### config.mk
export PLATFORM = sky130hd
export DESIGN_NAME = branch_resolve
export DESIGN_NICKNAME = d
export VERILOG_FILES = /design/src/rtl/branch_resolve.sv
export SDC_FILE = /design/constraint.sdc
export NUM_CORES = 1
export LEC_CHECK = 0
export BUFFER_PORTS_ARGS = -buffer_cell sky130_fd_sc_hd__buf_4
export CORE_MARGIN = 1.5
export CORE_UTILIZATION = 50
export CTS_CLUSTER_DIAMETER = 30
export CTS_CLUSTER_SIZE = 30
export DETAILED_ROUTE_END_ITERATION = 8
export PLACE_DENSITY = 0.83
export SETUP_SLACK_MARGIN = 0.5
export SYNTH_ARGS = -nofsm -noshare
export SYNTH_HDL_FRONTEND = slang
export SYNTH_SLANG_ARGS = --single-unit
export TNS_END_PERCENT = 50
### constraint.sdc
create_clock -name clock -period 3.55 [get_ports clock]
set_input_delay 0.355 -clock clock [delete_from_list [all_inputs] [get_ports clock]]
set_output_delay 0.355 -clock clock [all_outputs]
set_load 0.005 [all_outputs]
### src/rtl/branch_resolve.sv
// branch_resolve: execute-stage branch resolution unit.
//
// The front end fetches predict-not-taken. When execute resolves a taken branch
// this block latches the target, offers it to fetch over a valid/ready handshake
// and keeps execute stalled until fetch accepts it. After acceptance it holds
// flush for FLUSH_CYCLES more cycles so that wrong-path instructions already in
// IF/ID and ID/EX are squashed. All outputs are driven from registers.
//
// Optional feature: define BRANCH_STATS_EN to add the br_count/taken_count
// statistics counters and their output ports.
//
// Parameters:
//   FLUSH_CYCLES  flush cycles after fetch accepts the redirect (1..15)
//   PC_W          width of PC/target values
//
// Ports:
//   clock           system clock, rising edge
//   reset_n         asynchronous active-low reset
//   ex_valid        execute holds a valid instruction
//   ex_isBranch     instruction is a branch or jump
//   ex_brType       00 BNE, 01 BLT, 10 JUMP, 11 reserved (never taken)
//   isNE            ALU not-equal flag
//   isLessThan      ALU less-than flag
//   ex_target       branch target computed in execute
//   redirect_ready  fetch accepts the redirect this cycle
//   redirect_valid  redirect request to fetch
//   redirect_pc     new fetch PC, stable while redirect_valid is high
//   flush           squash IF/ID and ID/EX
//   stall_ex        hold the execute stage
//   taken_pulse     one-cycle pulse the cycle after a taken branch resolves
//   br_count        (BRANCH_STATS_EN) branches seen in IDLE, types 00..10
//   taken_count     (BRANCH_STATS_EN) taken branches accepted in IDLE
module branch_resolve #(
  parameter int unsigned FLUSH_CYCLES = 2,
  parameter int unsigned PC_W         = 32
) (
  input  logic            clock,
  input  logic            reset_n,
  input  logic            ex_valid,
  input  logic            ex_isBranch,
  input  logic [1:0]      ex_brType,
  input  logic            isNE,
  input  logic            isLessThan,
  input  logic [PC_W-1:0] ex_target,
  input  logic            redirect_ready,
  output logic            redirect_valid,
  output logic [PC_W-1:0] redirect_pc,
  output logic            flush,
  output logic            stall_ex,
`ifdef BRANCH_STATS_EN
  output logic [31:0]     br_count,
  output logic [31:0]     taken_count,
`endif
  output logic            taken_pulse
);

  typedef enum logic [1:0] {
    StIdle     = 2'd0,
    StRedirect = 2'd1,
    StFlush    = 2'd2
  } state_e;

  localparam logic [3:0] FlushLoad = 4'(FLUSH_CYCLES - 1);

  state_e          state_q, state_d;
  logic [PC_W-1:0] redirectPc_q, redirectPc_d;
  logic [3:0]      flushCnt_q, flushCnt_d;
  logic            takenPulse_q, takenPulse_d;

  logic taken;
  logic resolve;

  always_comb begin
    taken = 1'b0;
    case (ex_brType)
      2'b00:   taken = isNE;
      2'b01:   taken = isLessThan;
      2'b10:   taken = 1'b1;
      default: taken = 1'b0;
    endcase
  end

  assign resolve = ex_valid & ex_isBranch & taken;

  always_comb begin
    state_d      = state_q;
    redirectPc_d = redirectPc_q;
    flushCnt_d   = flushCnt_q;
    takenPulse_d = 1'b0;
    unique case (state_q)
      StIdle: begin
        if (resolve) begin
          redirectPc_d = ex_target;
          takenPulse_d = 1'b1;
          state_d      = StRedirect;
        end
      end
      StRedirect: begin
        // Execute inputs are wrong-path here; only the handshake matters.
        if (redirect_ready) begin
          redirectPc_d = '0;
          flushCnt_d   = FlushLoad;
          state_d      = StFlush;
        end
      end
      StFlush: begin
        if (flushCnt_q == 4'd0) begin
          state_d = StIdle;
        end else begin
          flushCnt_d = flushCnt_q - 4'd1;
        end
      end
      default: begin
        state_d = StIdle;
      end
    endcase
  end

  always_ff @(posedge clock or negedge reset_n) begin
    if (!reset_n) begin
      state_q      <= StIdle;
      redirectPc_q <= '0;
      flushCnt_q   <= '0;
      takenPulse_q <= 1'b0;
    end else begin
      state_q      <= state_d;
      redirectPc_q <= redirectPc_d;
      flushCnt_q   <= flushCnt_d;
      takenPulse_q <= takenPulse_d;
    end
  end

  // Outputs decode the state register only, so nothing combinational reaches them.
  assign redirect_valid = (state_q == StRedirect);
  assign stall_ex       = (state_q == StRedirect);
  assign flush          = (state_q != StIdle);
  assign redirect_pc    = redirectPc_q;
  assign taken_pulse    = takenPulse_q;

`ifdef BRANCH_STATS_EN
  logic [31:0] brCount_q;
  logic [31:0] takenCount_q;
  logic        countBranch;

  assign countBranch = (state_q == StIdle) & ex_valid & ex_isBranch & (ex_brType != 2'b11);

  always_ff @(posedge clock or negedge reset_n) begin
    if (!reset_n) begin
      brCount_q    <= '0;
      takenCount_q <= '0;
    end else begin
      if (countBranch) begin
        brCount_q <= brCount_q + 32'd1;
      end
      if ((state_q == StIdle) && resolve) begin
        takenCount_q <= takenCount_q + 32'd1;
      end
    end
  end

  assign br_count    = brCount_q;
  assign taken_count = takenCount_q;
`endif

endmodule

# ---- Word-level counts from Yosys, hierarchy flattened
# Index checks and enable logic that the tools add are counted.
dict set report totals {
  register_bits 39
  inputBits 41
  out_inout_bits 36
  word_cells 37
}
dict set report classes {
  add_sub_neg 1
  n_eq_ne 8
  mux 13
  bitwise 2
  reduce_logical 9
}
# cell count
set ops {}
lappend ops {{$mux 32} 2}
lappend ops {{$pmux 32 s2} 1}
lappend ops {{$reduce_and 3->1} 3}
lappend ops {{$mux 4} 2}
lappend ops {{$ne 2x2->1 const B} 4}
lappend ops {{$pmux 4 s2} 1}
lappend ops {{$mux 2} 3}
lappend ops {{$pmux 2 s3} 1}
lappend ops {{$reduce_bool 2->1} 3}
lappend ops {{$eq 2x1->1 const B} 2}
lappend ops {{$eq 2x2->1 const B} 2}
lappend ops {{$logic_not 2->1} 2}
lappend ops {{$logic_not 4->1} 1}
lappend ops {{$sub 4x1->4 const B} 1}
lappend ops {{$pmux 1 s3} 1}
lappend ops {{$and 1x1->1} 2}
lappend ops {{$mux 1} 2}

# ---- Longest topological paths before layout
# Gate-level depths: netlist (run 1).
dict set report depth {
  word_depth 5
  mapped_depth 6
  mapped_depth_nobuf 5
}

# ---- Worst setup path after synthesis (run 1)
# Ideal clock, no wire load.
dict set report synth_timing {
  path_type {register to register}
  startpoint {register flushCnt_q[0]}
  endpoint {register flushCnt_q[0]}
  setup_time_ns 0.138
  t_arrival_ns 1.370
  required_time_ns 3.412
  slack_ns 2.042
  stages_incl_launch_ff 7
  n_path_buf 1
  period_less_slack_ns 1.508
  cell_sequence {dfrtp_1 > inv_1 > ha_1 > or3b_1 > clkbuf_1 > a221oi_1 > a31oi_1}
}
dict set report synth_between {
  elab_chain_cells 3
  word_cells_on_any_way 6
  cone_classes {add/sub: 1; eq/ne: 1; mux: 2; reduce/logical: 2}
}
# item line
set synth_lines {}
lappend synth_lines {{from (decl)} 67} ;# logic [3:0] flushCnt_q, flushCnt_d;
lappend synth_lines {{from (signal assigned)} 128} ;# flushCnt_q <= flushCnt_d;
lappend synth_lines {{$sub 4x1->4 / $logic_not 4->1 (equally long branches)} {110, 107}}
lappend synth_lines {{$mux 4 / $ne 2x2->1 (equally long branches)} --}
lappend synth_lines {{$pmux 4 s2 / $reduce_and 3->1 (equally long branches)} --}
# Parallel ways exist; a longest one is shown, timed or not. The select of a mux whose other input is x is not followed.
# A chain may end at the register's enable or synchronous reset.

# ---- Worst setup path in the final report (run 1)
dict set report layout_timing {
  startpoint {register state_q[0]}
  endpoint {register redirectPc_q[25] (netlist: redirect_pc[25])}
}
dict set report layout_between {
  elab_chain_cells 3
  word_cells_on_any_way 7
  cone_classes {eq/ne: 3; mux: 1; reduce/logical: 3}
}
# item line
set layout_lines {}
lappend layout_lines {{from (decl)} 65} ;# state_e state_q, state_d;
lappend layout_lines {{from (signal assigned)} 121} ;# state_q <= StIdle;
lappend layout_lines {{from (signal assigned)} 126} ;# state_q <= state_d;
lappend layout_lines {{$eq 2x1->1 / $logic_not 2->1 (equally long branches)} 90} ;# unique case (state_q)
lappend layout_lines {{$ne 2x2->1 (no line) / $reduce_bool 2->1 (equally long branches)} --}
lappend layout_lines {{$reduce_and 3->1 (no line)} --}
lappend layout_lines {{to (signal assigned)} 127} ;# redirectPc_q <= redirectPc_d;
lappend layout_lines {{to (decl)} 66} ;# logic [PC_W-1:0] redirectPc_q, redirectPc_d;
# Parallel ways exist; a longest one is shown, timed or not.

==> summary.txt, run 1 <==
Outcome
  • Run status: finished, final reports clean

Layout
  • Most common cell after layout, fill and taps aside: buf_4
  • Register Area: 975.9 um2
  • Multi-input gate area: 613.1 um2
  • Area grow syn2layout: 35.06%
  • Non-filler instance count after layout: 296
  • Fill count: 275
  • Layout cell share with drive strength beyond 1: 34.00%
  • Number of antenna cells inserted: 0
  • Nets: 291
  • Most used cells in the layout excluding fill and tap cells: buf_4, dfrtp_1, inv_1, nand2_1, mux2i_1

Clock network
  • Clock root buffer master: clkbuf_4
  • Max clock buf depth: 2
  • Clock transition at the register clock pins on the worst setup and hold paths after CTS: 100 ps
  • TritonCTS clock tree: done
  • CTS sink count: 39
  • Clock insertion delay at the later pin of the skew report: 330 ps
  • Number of CTS-inserted buffers: 5
  • H-tree depth reported by CTS: 2

Global routing
  • Total routing usage reported by global routing: 18.83%
  • First-pass GRT wire length: 5.823 mm
  • Met2 Track Usage GR: 32.85%
  • M3 GR Usage: 3.784%
  • Global route hottest layer: met2
  • Grt ovf: 0
  • Largest net degree at the start of global routing: 40
  • Number of global-route vias before repair: 1371
  • Number of antenna violations at the first check in global routing: 0
  • Met1 layer usage reported by global route: 22.61%

Synth
  • Fraction of synthesized cell area taken by the top area cell type: 54.47%
  • Cells after Synth: 173
  • Xor/xnor cell area share of the yosys netlist: 0%
  • Leading area contributor after synthesis: dfrtp_1
  • Area share of and/or/nand/nor cells after synthesis: 12.15%
  • Share of synthesized area spent on multiplexers: 18.99%
  • Cell types occupying the most area after synthesis: dfrtp_1, mux2i_1, inv_1
  • Yosys warnings: 0
  • Number of distinct library cell variants in the gate-level netlist after synthesis: 24
  • Yosys reg bits: 39
  • Mean instance size in the synthesized netlist: 10.36 um2
  • Mapped Area: 0.001792 mm2
  • Portion of the post-synthesis area used by sequential elements: 54.47%
  • Net Count, Synth: 215
  • Largest family of logic cells by synthesized area: multiplexers
  • Post-synthesis adder-cell area fraction: 0.6983%
  • Compound-Gate Fraction of Synth Area: 2.304%

Timing
  • Final worst hold slack: 222.0 ps
  • Transition time at the pin with the least slew margin: 919.6 ps
  • Peak clock frequency supported by timing: 597.4 MHz
  • Rel. slew slack: 38.69%
  • Worst setup slack after layout: 1876 ps
  • Slew Viols, Final: 0
  • Fin Setup TNS: 0 ps
  • Setup repair after global routing missed its margin: false
  • Final number of hold-violating endpoints: 0
  • Final setup violation count: 0
  • Clock Skews: 6.615 ps
  • Final critical-path required period: 1674 ps
  • Final period utilization: 47.16%

Route
  • Number of search-and-repair iterations in the first detailed-routing pass: 4
  • Number of nets still failing antenna checks after routing: 0
  • Vias post-DR: 1375
  • Iter 0 DRT Violations: 38
  • Total Wirelength: 3.419 mm
  • Number of vias per cell: 4.645
  • Per-cell routed wire length: 11.55 um
  • Number of remaining DRC errors: 0

Die
  • Placement Rows: 21
  • Die Y: 62.86 um
  • Placeable Area: 0.003390 mm2
  • Total die area: 0.003951 mm2
  • Horiz. Die Dim: 62.86 um
  • I/O pins: 77
  • Effective utilization at floorplan: 52.86%

Placed design
  • Number of instances in the placed design: 287
  • Post-DP HPWL: 2.398 mm
  • RD Place Congestion: 0.7744
  • Post-place setup slack: 1726 ps
  • Count of input and output buffers: 76

Min path
  • Hold Crit Endpoint: state_q[0]
  • Hold Crit Depth: 2
  • Worst Hold Class: input pin to flip-flop
  • Hold path start: redirect_ready

Setup path
  • Critical path start-end classification: flip-flop to flip-flop
  • Internal reg-to-reg setup slack: 1880 ps
  • Data required time at the worst endpoint: 3790 ps
  • Element type at the critical path end: flip-flop
  • Arrival time at the worst endpoint: 1920 ps
  • Highest net fanout along the worst path: 34
  • Reg2Reg Depth: 3
  • Startpoint Class: flip-flop
  • Launch point of the worst reg-to-reg path: state_q[0]
  • R2r endpoint: redirect_pc[25]

Power and ir drop
  • Max IR drop VDD: 0.4066 mV
  • Power density over cell area: 697.1 mW/mm2
  • Leakage power: 1.568 nW

Run
  • Count of max-cap constraint violations: 0
[cell type report]
cell class,instances,share of cell area (%)
sequential,39,40.33
multi-input combinational,89,25.34
timing repair buffer,78,24.30
inverter,36,5.584
tap,46,2.378
clock buffer,7,1.861
clock inverter,1,0.2068
[worst max-delay path by stage]
stage                       start               to  slack [ps]  depth (start not counted)
floorplan           flushCnt_q[0]    flushCnt_q[0]        2040                          6
global placement     ex_brType[0]       state_q[0]        1780                          4
detailed placement   ex_brType[0]  redirect_pc[25]        1730                          4
CTS                    state_q[0]  redirect_pc[25]        1820                          3
global route           state_q[0]  redirect_pc[27]        1750                          3
finish                 state_q[0]  redirect_pc[25]        1880                          3
[layer usage]
layer,part of all wire (%),vias up
met4,1.2,0
met2,51,42
met1,43,642
met3,4.9,5
li1,-,686
met5,0,-
[worst max-delay path: stages, from the launching register on]
cell	delay, ps
dfrtp_1	440
nand4bb_1	150
a211o_2	710
mux2i_1	290
[report_power, final]
| part | total [mW] | internal, mW | switching [mW] |
|---|---|---|---|
| clock network | 0.210 | 0.0773 | 0.133 |
| registers | 0.777 | 0.653 | 0.124 |
| logic | 0.699 | 0.418 | 0.282 |
| total | 1.69 | 1.15 | 0.539 |
[through the flow]
stage               area [um2]  total power, mW  util [%]
finish                    2420            1.687     71.39
global route              2420            1.826     71.39
CTS                       2420            1.714     71.39
detailed placement        2360            1.497     69.62
global placement          2360            1.468     69.62
floorplan                 1792            1.104         -
[what timing repair did]
| action | 4_1_cts | 5_1_grt |
|---|---|---|
| endpoints found under the hold margin | 39 | 0 |
| setup endpoints to repair | 0 | 0 |
| setup buffers | 0 | 0 |
| hold buffers | 1 | 0 |
| resized for setup | 0 | 0 |
[logic make-up after synthesis]
| logic type | Yosys count |
|---|---|
| multiplexers | 34 |
| AO/OA/AOI/OAI | 6 |
| adder cells (fa/ha/maj) | 1 |
| AND/OR/NAND/NOR | 48 |
| buffers and inverters | 45 |
| flip-flops | 39 |
[sequential cells by signal, indices dropped and copies added (netlist names)]
name / flops
redirect_pc: 32
flushCnt_q: 4
state_q: 2
taken_pulse: 1
[cell usage after synthesis (all sizes together)]
| cell type | number |
|---|---|
| nor2b | 1 |
| nand2b | 2 |
| ha | 1 |
| o21a | 1 |
| a31oi | 1 |
| nand3b | 1 |
| nand4bb | 1 |
| nand3 | 2 |
| mux2i | 34 |
| nor3 | 2 |
| clkbuf | 3 |
| or2 | 1 |
| o21ai | 1 |
| nand2 | 36 |
| a21oi | 1 |
| inv | 36 |
| a211o | 1 |
| or3b | 1 |
| dfrtp | 39 |
| buf | 6 |
| a221oi | 1 |
| nor4bb | 1 |
Note: power is estimated with default switching activity, not from simulation.
==> inputs of run 2 (changes only) <==
--- a/config.mk
+++ b/config.mk
@@ -7,11 +7,11 @@
 export LEC_CHECK = 0
 export BUFFER_PORTS_ARGS = -buffer_cell sky130_fd_sc_hd__buf_4
 export CORE_MARGIN = 1.5
-export CORE_UTILIZATION = 50
+export CORE_UTILIZATION = 47
 export CTS_CLUSTER_DIAMETER = 30
 export CTS_CLUSTER_SIZE = 30
 export DETAILED_ROUTE_END_ITERATION = 8
-export PLACE_DENSITY = 0.83
+export PLACE_DENSITY = 0.79
 export SETUP_SLACK_MARGIN = 0.5
 export SYNTH_ARGS = -nofsm -noshare
 export SYNTH_HDL_FRONTEND = slang
==> constraint.sdc (replaced) <==
create_clock -name clock -period 1.58 [get_ports clock]
set_input_delay 0.158 -clock clock [delete_from_list [all_inputs] [get_ports clock]]
set_output_delay 0.158 -clock clock [all_outputs]
set_load 0.005 [all_outputs]
==> summary.txt, run 2 (synthesis results as in run 1) <==
Setup path
  • Data required time at the worst endpoint: 1720 ps
  • Internal reg-to-reg setup slack: 80 ps
  • Number of cells on the critical path: 5
  • Arrival time at the worst endpoint: 1640 ps
  • Highest net fanout along the worst path: 7
  • Element type at the critical path end: flip-flop
  • Buffers plus inverters on the worst setup path: 1
  • Largest incremental delay on the critical path: 420 ps
  • R2r endpoint: flushCnt_q[0]
  • Cell-by-cell trace of the critical path: inv_2 > ha_4 > or3b_4 > a221oi_2 > a31oi_1
  • Launch point of the worst reg-to-reg path: flushCnt_q[1]
  • Family of cells with the greatest summed delay on the critical path: simple AND/OR/NAND/NOR gates
  • Startpoint Class: flip-flop
  • Reg2Reg Depth: 5
  • Critical path start-end classification: flip-flop to flip-flop
  • Cell at the slowest stage of the critical path: or3b_4

Placed design
  • Placement-stage cell area: 0.002409 mm2
  • RD Place Congestion: 0.7686
  • Count of input and output buffers: 76
  • Post-DP HPWL: 2.477 mm

Timing
  • Rel. slew slack: 68.87%
  • Slew Viols, Final: 0
  • Transition time at the pin with the least slew margin: 466.9 ps
  • Peak clock frequency supported by timing: 665.5 MHz
  • Setup repair after global routing missed its margin: true
  • Final critical-path required period: 1503 ps
  • Clock Skews: 3.478 ps
  • Final period utilization: 95.10%
  • Fin Setup TNS: 0 ps
  • Final number of hold-violating endpoints: 0
  • Final setup violation count: 0

Clock network
  • Clock root buffer master: clkbuf_8
  • Clock insertion delay at the later pin of the skew report: 280 ps
  • CTS sink count: 39
  • H-tree depth reported by CTS: 2
  • Max clock buf depth: 2
  • Clock transition at the register clock pins on the worst setup and hold paths after CTS: 70 ps
  • TritonCTS clock tree: done
  • Number of CTS-inserted buffers: 5

Layout
  • Core occupancy in the finished layout: 72.76%
  • Fill count: 301
  • Flip-flop count of the largest register after layout: 32
  • Layout cell share with drive strength beyond 1: 41.00%
  • Final std cell area, no fill: 0.002664 mm2
  • Area grow syn2layout: 48.67%
  • Nets: 302
  • Number of antenna cells inserted: 0
  • Most used cells in the layout excluding fill and tap cells: buf_4, dfrtp_1, nand2_1, inv_1, mux2i_1
  • Most common cell after layout, fill and taps aside: buf_4

Outcome
  • Run status: finished, final reports clean

Min path
  • Hold Crit Depth: 3
  • Hold Crit Endpoint: redirect_pc[14]
  • Worst Hold Class: input pin to flip-flop
  • Hold path start: ex_target[14]

Route
  • Number of vias per cell: 4.618
  • Number of remaining DRC errors: 0
  • Number of search-and-repair iterations in the first detailed-routing pass: 4
  • Number of nets still failing antenna checks after routing: 0
  • Total Wirelength: 4.035 mm
  • Vias post-DR: 1427
  • Per-cell routed wire length: 13.06 um
  • Iter 0 DRT Violations: 49

Power and ir drop
  • Total power of the final layout: 4.302 mW
  • Power density over cell area: 1615 mW/mm2
  • Leakage power: 1.657 nW
  • Max IR drop VDD: 0.9138 mV

Global routing
  • Number of antenna violations at the first check in global routing: 0
  • Total routing usage reported by global routing: 19.73%
  • Grt ovf: 0
  • Largest net degree at the start of global routing: 40
  • First-pass GRT wire length: 6.216 mm
  • Number of global-route vias before repair: 1455

Die
  • Effective utilization at floorplan: 48.94%
  • Total die area: 0.004191 mm2
  • Horiz. Die Dim: 64.74 um
  • Placeable Area: 0.003661 mm2
  • Die Y: 64.74 um
  • I/O pins: 77
  • Placement Rows: 22

Run
  • Count of max-cap constraint violations: 0
run 2: cell types whose count changed in the layout (fill, tap and decap cells not counted), sizes merged:
cell / before / now
clkbuf: 7 / 8
buf: 77 / 86
clkinvlp: 0 / 1
run 2: worst reg2reg max path, cell delays in order (launching register included):
cell and delay [ps]:
dfrtp_1 390, inv_2 80, ha_4 130, or3b_4 420, a221oi_2 260, a31oi_1 80
run 2: metal layers:
layer | track usage (%) | share of wire [%] | vias to the layer above
met5 | 0 | 0 | -
li1 | - | - | 709
met1 | 19.18 | 43 | 670
met2 | 38.53 | 51 | 43
met4 | 7.979 | 1.6 | 0
met3 | 5.382 | 4.7 | 5
run 2: area by class of cell:
class                   instances  area (um2)  share of cell area (%)
well taps                      48       60.06                   2.255
clock inverters                 2       12.51                  0.4697
flip-flops and latches         39       977.2                   36.68
repair buffers                 89       738.2                   27.71
inverters                      36       135.1                   5.073
clock buffers                   6       72.57                   2.724
multi-input cells              89       668.1                   25.08
run 2: metrics by stage:
stage / cells / worst slack [ps] / hold slack (ps)
after floorplan: 173 / 97.81 / -137.6
after global placement: 291 / 92.57 / 161.6
after detailed placement: 291 / 50.84 / 148.4
after CTS: 302 / 132.5 / 92.99
after global routing: 309 / 20.06 / 95.95
final: 309 / 77.48 / 100.4
run 2: where the power goes:
| part | internal (mW) | switching, mW | leakage, nW | total (mW) |
|---|---|---|---|---|
| registers | 1.47 | 0.279 | 0.489 | 1.75 |
| clock network | 0.308 | 0.326 | 0.0412 | 0.634 |
| logic | 1.15 | 0.765 | 1.13 | 1.92 |
run 2: what timing repair did:
action	CTS	global route
resized for setup	8	4
gates cloned	0	4
setup buffers	2	3
pin swaps	3	2
endpoints found under the hold margin	39	0
hold buffers	1	0
endpoints found under the setup margin	42	42
run 2: worst max-delay path by stage:
stage,start,endpoint,slack [ps]
CTS,flushCnt_q[1],flushCnt_q[1],130
detailed placement,flushCnt_q[1],flushCnt_q[1],50
global route,flushCnt_q[1],flushCnt_q[0],20
finish,flushCnt_q[1],flushCnt_q[0],80
global placement,flushCnt_q[1],flushCnt_q[1],90
floorplan,flushCnt_q[0],flushCnt_q[1],100
